File: config.mk
export PLATFORM = sky130hd
export DESIGN_NAME = lab03_debounce
export DESIGN_NICKNAME = d
export VERILOG_FILES = /design/src/rtl/lab03_pkg.sv /design/src/rtl/lab03_sync2.sv /design/src/rtl/lab03_debounce.sv
export SDC_FILE = /design/constraint.sdc
export NUM_CORES = 1
export LEC_CHECK = 0
export BUFFER_PORTS_ARGS = -buffer_cell sky130_fd_sc_hd__buf_2
export CORE_AREA = 4 4 41 43
export DETAILED_ROUTE_END_ITERATION = 12
export DIE_AREA = 0 0 45 47
export GPL_TIMING_DRIVEN = 0
export HOLD_SLACK_MARGIN = 0.08
export PLACE_DENSITY = 0.62
export SLEW_MARGIN = 0
export SYNTH_ARGS = -nofsm -noshare
export SYNTH_HDL_FRONTEND = slang
export SYNTH_SLANG_ARGS = --single-unit
File: constraint.sdc
create_clock -name clk -period 1.3 [get_ports clk]
set_clock_uncertainty 0.1 [all_clocks]
set_input_delay 0.13 -clock clk [delete_from_list [all_inputs] [get_ports clk]]
set_output_delay 0.13 -clock clk [all_outputs]
set_load 0.05 [all_outputs]
File: src/rtl/lab03_pkg.sv
// Shared FSM state encoding and default stability length for the lab03 debouncer.
package lab03_pkg;

   typedef enum logic [1:0] {
      IDLE_LO = 2'b00,
      CHK_HI  = 2'b01,
      IDLE_HI = 2'b10,
      CHK_LO  = 2'b11
   } state_e;

   localparam int STABLE_CYCLES_DEFAULT = 4;

endpackage : lab03_pkg

File: src/rtl/lab03_sync2.sv
// Two-flop synchronizer for one asynchronous level; two edges latency, clears to 0 on reset.
module lab03_sync2 (
   input  logic clk,
   input  logic rst_n,
   input  logic d,
   output logic q
);

   logic s1_q;
   logic s2_q;

   always_ff @(posedge clk) begin
      if (!rst_n) begin
         s1_q <= 1'b0;
         s2_q <= 1'b0;
      end else begin
         s1_q <= d;
         s2_q <= s1_q;
      end
   end

   assign q = s2_q;

endmodule : lab03_sync2

File: src/rtl/lab03_debounce.sv
// Debounces a raw switch level: out changes STABLE_CYCLES+1 edges after s1 captures a new level
// held steady; rise/fall pulse for one cycle on the accepting edge.
module lab03_debounce
   import lab03_pkg::*;
#(
   parameter int STABLE_CYCLES = STABLE_CYCLES_DEFAULT
) (
   input  logic clk,
   input  logic rst_n,
   input  logic in1,
   output logic out,
   output logic nout,
   output logic rise,
   output logic fall
);

   localparam int CNT_W = $clog2(STABLE_CYCLES + 1);
   localparam logic [CNT_W-1:0] CNT_LAST = CNT_W'(STABLE_CYCLES - 1);
   localparam logic [CNT_W-1:0] CNT_ONE  = CNT_W'(1);

   logic             s2;
   state_e           state_q, state_d;
   logic [CNT_W-1:0] cnt_q, cnt_d;
   logic             out_q, out_d;
   logic             nout_q, nout_d;
   logic             rise_q, rise_d;
   logic             fall_q, fall_d;

   lab03_sync2 u_sync (
      .clk   (clk),
      .rst_n (rst_n),
      .d     (in1),
      .q     (s2)
   );

   always_ff @(posedge clk) begin
      if (!rst_n) begin
         state_q <= IDLE_LO;
         cnt_q   <= '0;
         out_q   <= 1'b0;
         nout_q  <= 1'b1;
         rise_q  <= 1'b0;
         fall_q  <= 1'b0;
      end else begin
         state_q <= state_d;
         cnt_q   <= cnt_d;
         out_q   <= out_d;
         nout_q  <= nout_d;
         rise_q  <= rise_d;
         fall_q  <= fall_d;
      end
   end

   always_comb begin
      state_d = state_q;
      cnt_d   = cnt_q;
      out_d   = out_q;
      rise_d  = 1'b0;
      fall_d  = 1'b0;
      unique case (state_q)
         IDLE_LO: begin
            out_d = 1'b0;
            cnt_d = '0;
            if (s2) begin
               // A one-sample window accepts immediately, no check state needed.
               if (STABLE_CYCLES == 1) begin
                  state_d = IDLE_HI;
                  out_d   = 1'b1;
                  rise_d  = 1'b1;
               end else begin
                  state_d = CHK_HI;
                  cnt_d   = CNT_ONE;
               end
            end
         end
         CHK_HI: begin
            if (!s2) begin
               state_d = IDLE_LO;
               cnt_d   = '0;
            end else if (cnt_q == CNT_LAST) begin
               state_d = IDLE_HI;
               cnt_d   = '0;
               out_d   = 1'b1;
               rise_d  = 1'b1;
            end else begin
               cnt_d = cnt_q + CNT_ONE;
            end
         end
         IDLE_HI: begin
            out_d = 1'b1;
            cnt_d = '0;
            if (!s2) begin
               if (STABLE_CYCLES == 1) begin
                  state_d = IDLE_LO;
                  out_d   = 1'b0;
                  fall_d  = 1'b1;
               end else begin
                  state_d = CHK_LO;
                  cnt_d   = CNT_ONE;
               end
            end
         end
         CHK_LO: begin
            if (s2) begin
               state_d = IDLE_HI;
               cnt_d   = '0;
            end else if (cnt_q == CNT_LAST) begin
               state_d = IDLE_LO;
               cnt_d   = '0;
               out_d   = 1'b0;
               fall_d  = 1'b1;
            end else begin
               cnt_d = cnt_q + CNT_ONE;
            end
         end
         default: begin
            state_d = IDLE_LO;
            cnt_d   = '0;
            out_d   = 1'b0;
         end
      endcase
      nout_d = ~out_d;
   end

   assign out  = out_q;
   assign nout = nout_q;
   assign rise = rise_q;
   assign fall = fall_q;

endmodule : lab03_debounce

Word-level counts from Yosys, hierarchy flattened
Index checks and enable logic that the tools add are counted.

operators by class
  mux-type cells = 19
  reduce and logical (&&, ||, !) cells = 4
  add/sub/neg operators = 1
  equal/unequal tests = 8
  bitwise logic cells = 3

operators with widths
  operator               number
  $mux W2                6
  $pmux W3 S4            1
  $mux W3                3
  $pmux W2 S4            1
  $mux W1                7
  $eq A2 B2 Y1 const B   2
  $pmux W1 S4            1
  $reduce_and A4 Y1      1
  $add A3 B1 Y3 const B  1
  $eq A3 B2 Y1 const B   1
  $ne A3 B2 Y1 const B   1
  $ne A3 B3 Y1 const B   1
  $not A1 Y1             3
  $reduce_and A3 Y1      1
  $reduce_or A3 Y1       1
  $eq A2 B1 Y1 const B   1
  $logic_not A2 Y1       1
  $ne A2 B1 Y1 const B   1
  $ne A2 B2 Y1 const B   1

storage, ports and cells
  output and inout port bits = 4
  register bits = 11
  logic and storage cells = 43
  bits of input ports = 3

Longest topological paths before layout
  depth after elaboration = 5
  mapped depth = 4
  gate-level depth less buffers = 4

Hierarchy
Synthesis repeated with hierarchy kept, for this count alone.

second synthesis, totals
  cell total of the unflattened synthesis = 39
  area total of the unflattened synthesis = 435.4 µm²

modules (own cells, without submodules)
  module          cells an instance  times used  seq. area each (µm²)  area an instance (µm²)
  lab03_debounce  35                 1           180.2                 382.9
  lab03_sync2     4                  1           40.0                  52.6

Worst setup path before layout
OpenSTA, ideal clock, no wires.

  path type = register to register
  start = register cnt_q[0]
  end = register out_q, in the netlist out
  setup slack = 8 ps
  buffers on the path = 0
  stages on the path, launching flop included = 5
  data required time = 1082 ps
  period minus slack after synthesis = 1292 ps
  arrival = 1074 ps
  setup time = 118 ps
  cells stage by stage = dfxtp_1 ha_1 nor2b_4 a211o_2 o2111a_1

between the ends
  longest elaborated chain between the ends = 4
  elaborated cells on any way between the ends = 6
  classes of those cells = 1 x eq/ne; 5 x mux

ends and longest elaborated chain
  element                            RTL line                                     RTL
  from (decl)                        lab03_debounce.sv:23                         logic [CNT_W-1:0] cnt_q, cnt_d;
  from (signal assigned)             lab03_debounce.sv:46                         cnt_q <= cnt_d;
  $eq A3 B2 Y1 *                     lab03_debounce.sv:80, lab03_debounce.sv:107
  $mux W1, on equally long branches  lab03_debounce.sv:107, lab03_debounce.sv:80
  $mux W1, on equally long branches  lab03_debounce.sv:104, lab03_debounce.sv:77
  $pmux W1 S4 *                      lab03_debounce.sv:60                         unique case (state_q)
  to (signal assigned)               lab03_debounce.sv:47                         out_q <= out_d;
  to (decl)                          lab03_debounce.sv:24                         logic out_q, out_d;

Every way passes the cells marked *; elsewhere a longest branch is shown, timed or not.
A chain may end at the register's enable or synchronous reset.

Final worst setup path
Same ends and word-level chain as after synthesis.

==> metrics.txt <==
status finished, final reports clean; PD cells 1130 nW/um^2; initial antenna violation count 0; Die Y 47 um; layout cells sized above 1 0.354; Initial Util 0.323; Syn Inst Count 36; ANT nets after route 0; # diodes 0; Worst Hold Class reg2reg; WL per Instance 10.7 um; CTS tree done; root buf cell clkbuf_4; Placer Congestion 0.685; drt first pass iters 2; Max FO, Critical Path 5; Clock Tree Buf Depth 2; Arrival @ worst endpoint 1.32 ns; final core occ 0.407; GR Util All Layers 0.0967; vias per cell 4.62; CTS clk-pin slew, worst paths 0.07 ns; largest net degree at the start of global routing 10; Yosys top cell area share 0.524; Pleak 0.000225 uW; Hold Fails Final Rpt 0; setup tns final 0 ns; via count 291; fin crit share 0.965; register area share after synthesis 0.524; Critical Path Start Type register; Synth cell types 21; Slew Limit Fails 0; ranking of synthesized cells by area dfxtp_1, and4bb_2, nor3b_1, buf_4, nor2b_4; RSZ-0062 raised after global routing yes; most common cell after layout, fill and taps aside dfxtp_1; Slew @ Worst Pin 0.249 ns; RR Startpoint cnt_q[0]$_SDFF_PN0_; clk_lat worst skew 0.27 ns; crit path from cnt_q[0]$_SDFF_PN0_; Setup Viol. Count Final 0; initial drt markers 1; register bit total from synthesis 11; IO Count 7; Slew headroom 0.835; crit path kind reg2reg; Chip Width 45 um; Post-Syn Area per Cell 11.7 sq um; commonest cells after routing, fill and taps aside dfxtp_1, buf_2, nor3b_1, clkbuf_4; overall power 596 uW; clock sinks 11; Setup Buffers After CTS 0; R2R Setup Slk 0.05 ns; minimum clock period after layout 1.25 ns; Core Area 1300 sq um; area delta synth->final 25.9%; routed wire length 677 um; Nets 53; global route overflow 0; Ys Warns 0; IO Port Bufs 6; syn nets 40; post-synthesis instance area 420 sq um; vias in the first global route 272; DR DRC count 0; total CTS buffers 3; first-pass GRT wire length 1.35 mm; VDD IR max 0.457 mV; DIE AREA 2120 sq um; post-synth top area cell dfxtp_1; max-cap viol count 0; hold wc startpoint u_sync.s1_q$_SDFF_PN0_; FMAX 797 MHz; Critical Path RT 1.36 ns; CP endpoint kind register; FP Rows 13; H-tree depth 1
[path summary, 6_finish.rpt]
kind                               to  cells past startpoint
setup / recovery       out$_SDFF_PN0_                      4
setup reg to reg       out$_SDFF_PN0_                      4
hold / removal    u_sync.q$_SDFF_PN0_                      1
hold reg to reg   u_sync.q$_SDFF_PN0_                      1
[worst max-delay path: stages (launching register included)]
cell and delay [ns]:
dfxtp_2 0.34, ha_4 0.16, nor2b_4 0.14, a211o_2 0.30
o2111a_1 0.11
[power by group]
part           total (uW)  internal [uW]  switching (uW)
registers             345            341            3.36
clock network         233            119             114
logic                18.7           11.1            7.65
total                 596            471             125
[synthesized netlist by cell type]
master,count
dfxtp_1,11
nor3b_1,3
and2_1,2
and4bb_2,2
buf_4,2
a211o_2,1
a21oi_1,1
ha_1,1
inv_1,1
mux2i_1,1
nand2_1,1
nand3_1,1
nand3b_1,1
nor2_1,1
nor2b_1,1
nor2b_4,1
o2111a_1,1
o2111ai_1,1
o211ai_1,1
o21a_1,1
xor2_1,1
[per-layer routing]
layer / vias up / track usage / share of wire
met2: 9 / 0.124 / 0.45
met1: 130 / 0.117 / 0.49
met3: 0 / 0.0575 / 0.062
li1: 152 / - / -
met5: - / 0 / 0
met4: 0 / 0.0702 / 0
[logic make-up after synthesis]
kind of cell | share of synthesized area
AO/OA/AOI/OAI | 0.119
multiplexers | 0.0238
AND/OR/NAND/NOR | 0.238
flip-flops | 0.524
XOR/XNOR | 0.0208
adder cells (fa/ha/maj) | 0.0298
buffers and inverters | 0.0446
[final cells by class]
class | instances | area (sq um)
plain buffers | 2 | 15.0
clock buffers | 4 | 26.3
fillers | 139 | 772
inverters | 1 | 3.75
multi-input cells | 22 | 194
flip-flops and latches | 11 | 221
well taps | 15 | 18.8
repair buffers | 8 | 50.0
[repair_timing]
item                                    4_1_cts  5_1_grt
pin swaps                                     1        1
hold endpoints to repair                      5        0
endpoints found under the setup margin        1        2
gates cloned                                  0        0
hold buffers                                  2        0
gates resized for setup                       3        0
[flip-flops by register name, indices dropped and copies added, names as in the netlist, named ones only]
signal       flops
cnt_q            3
fall             1
nout             1
out              1
rise             1
state_q          1
u_sync.q         1
u_sync.s1_q      1
[metrics by stage]
stage / instances / instance area (sq um) / setup WS, ns / hold slack [ns]
4_1_cts: 63 / 529 / 0.0115 / 0.342
3_3_place_gp: 57 / 469 / -0.0424 / 0.241
6_report: 63 / 529 / 0.0455 / 0.339
2_1_floorplan: 36 / 420 / 0.00820 / 0.135
5_1_grt: 63 / 529 / -0.00896 / 0.365
3_5_place_dp: 57 / 469 / -0.0519 / 0.245
Power figures use the tool's default switching activity.
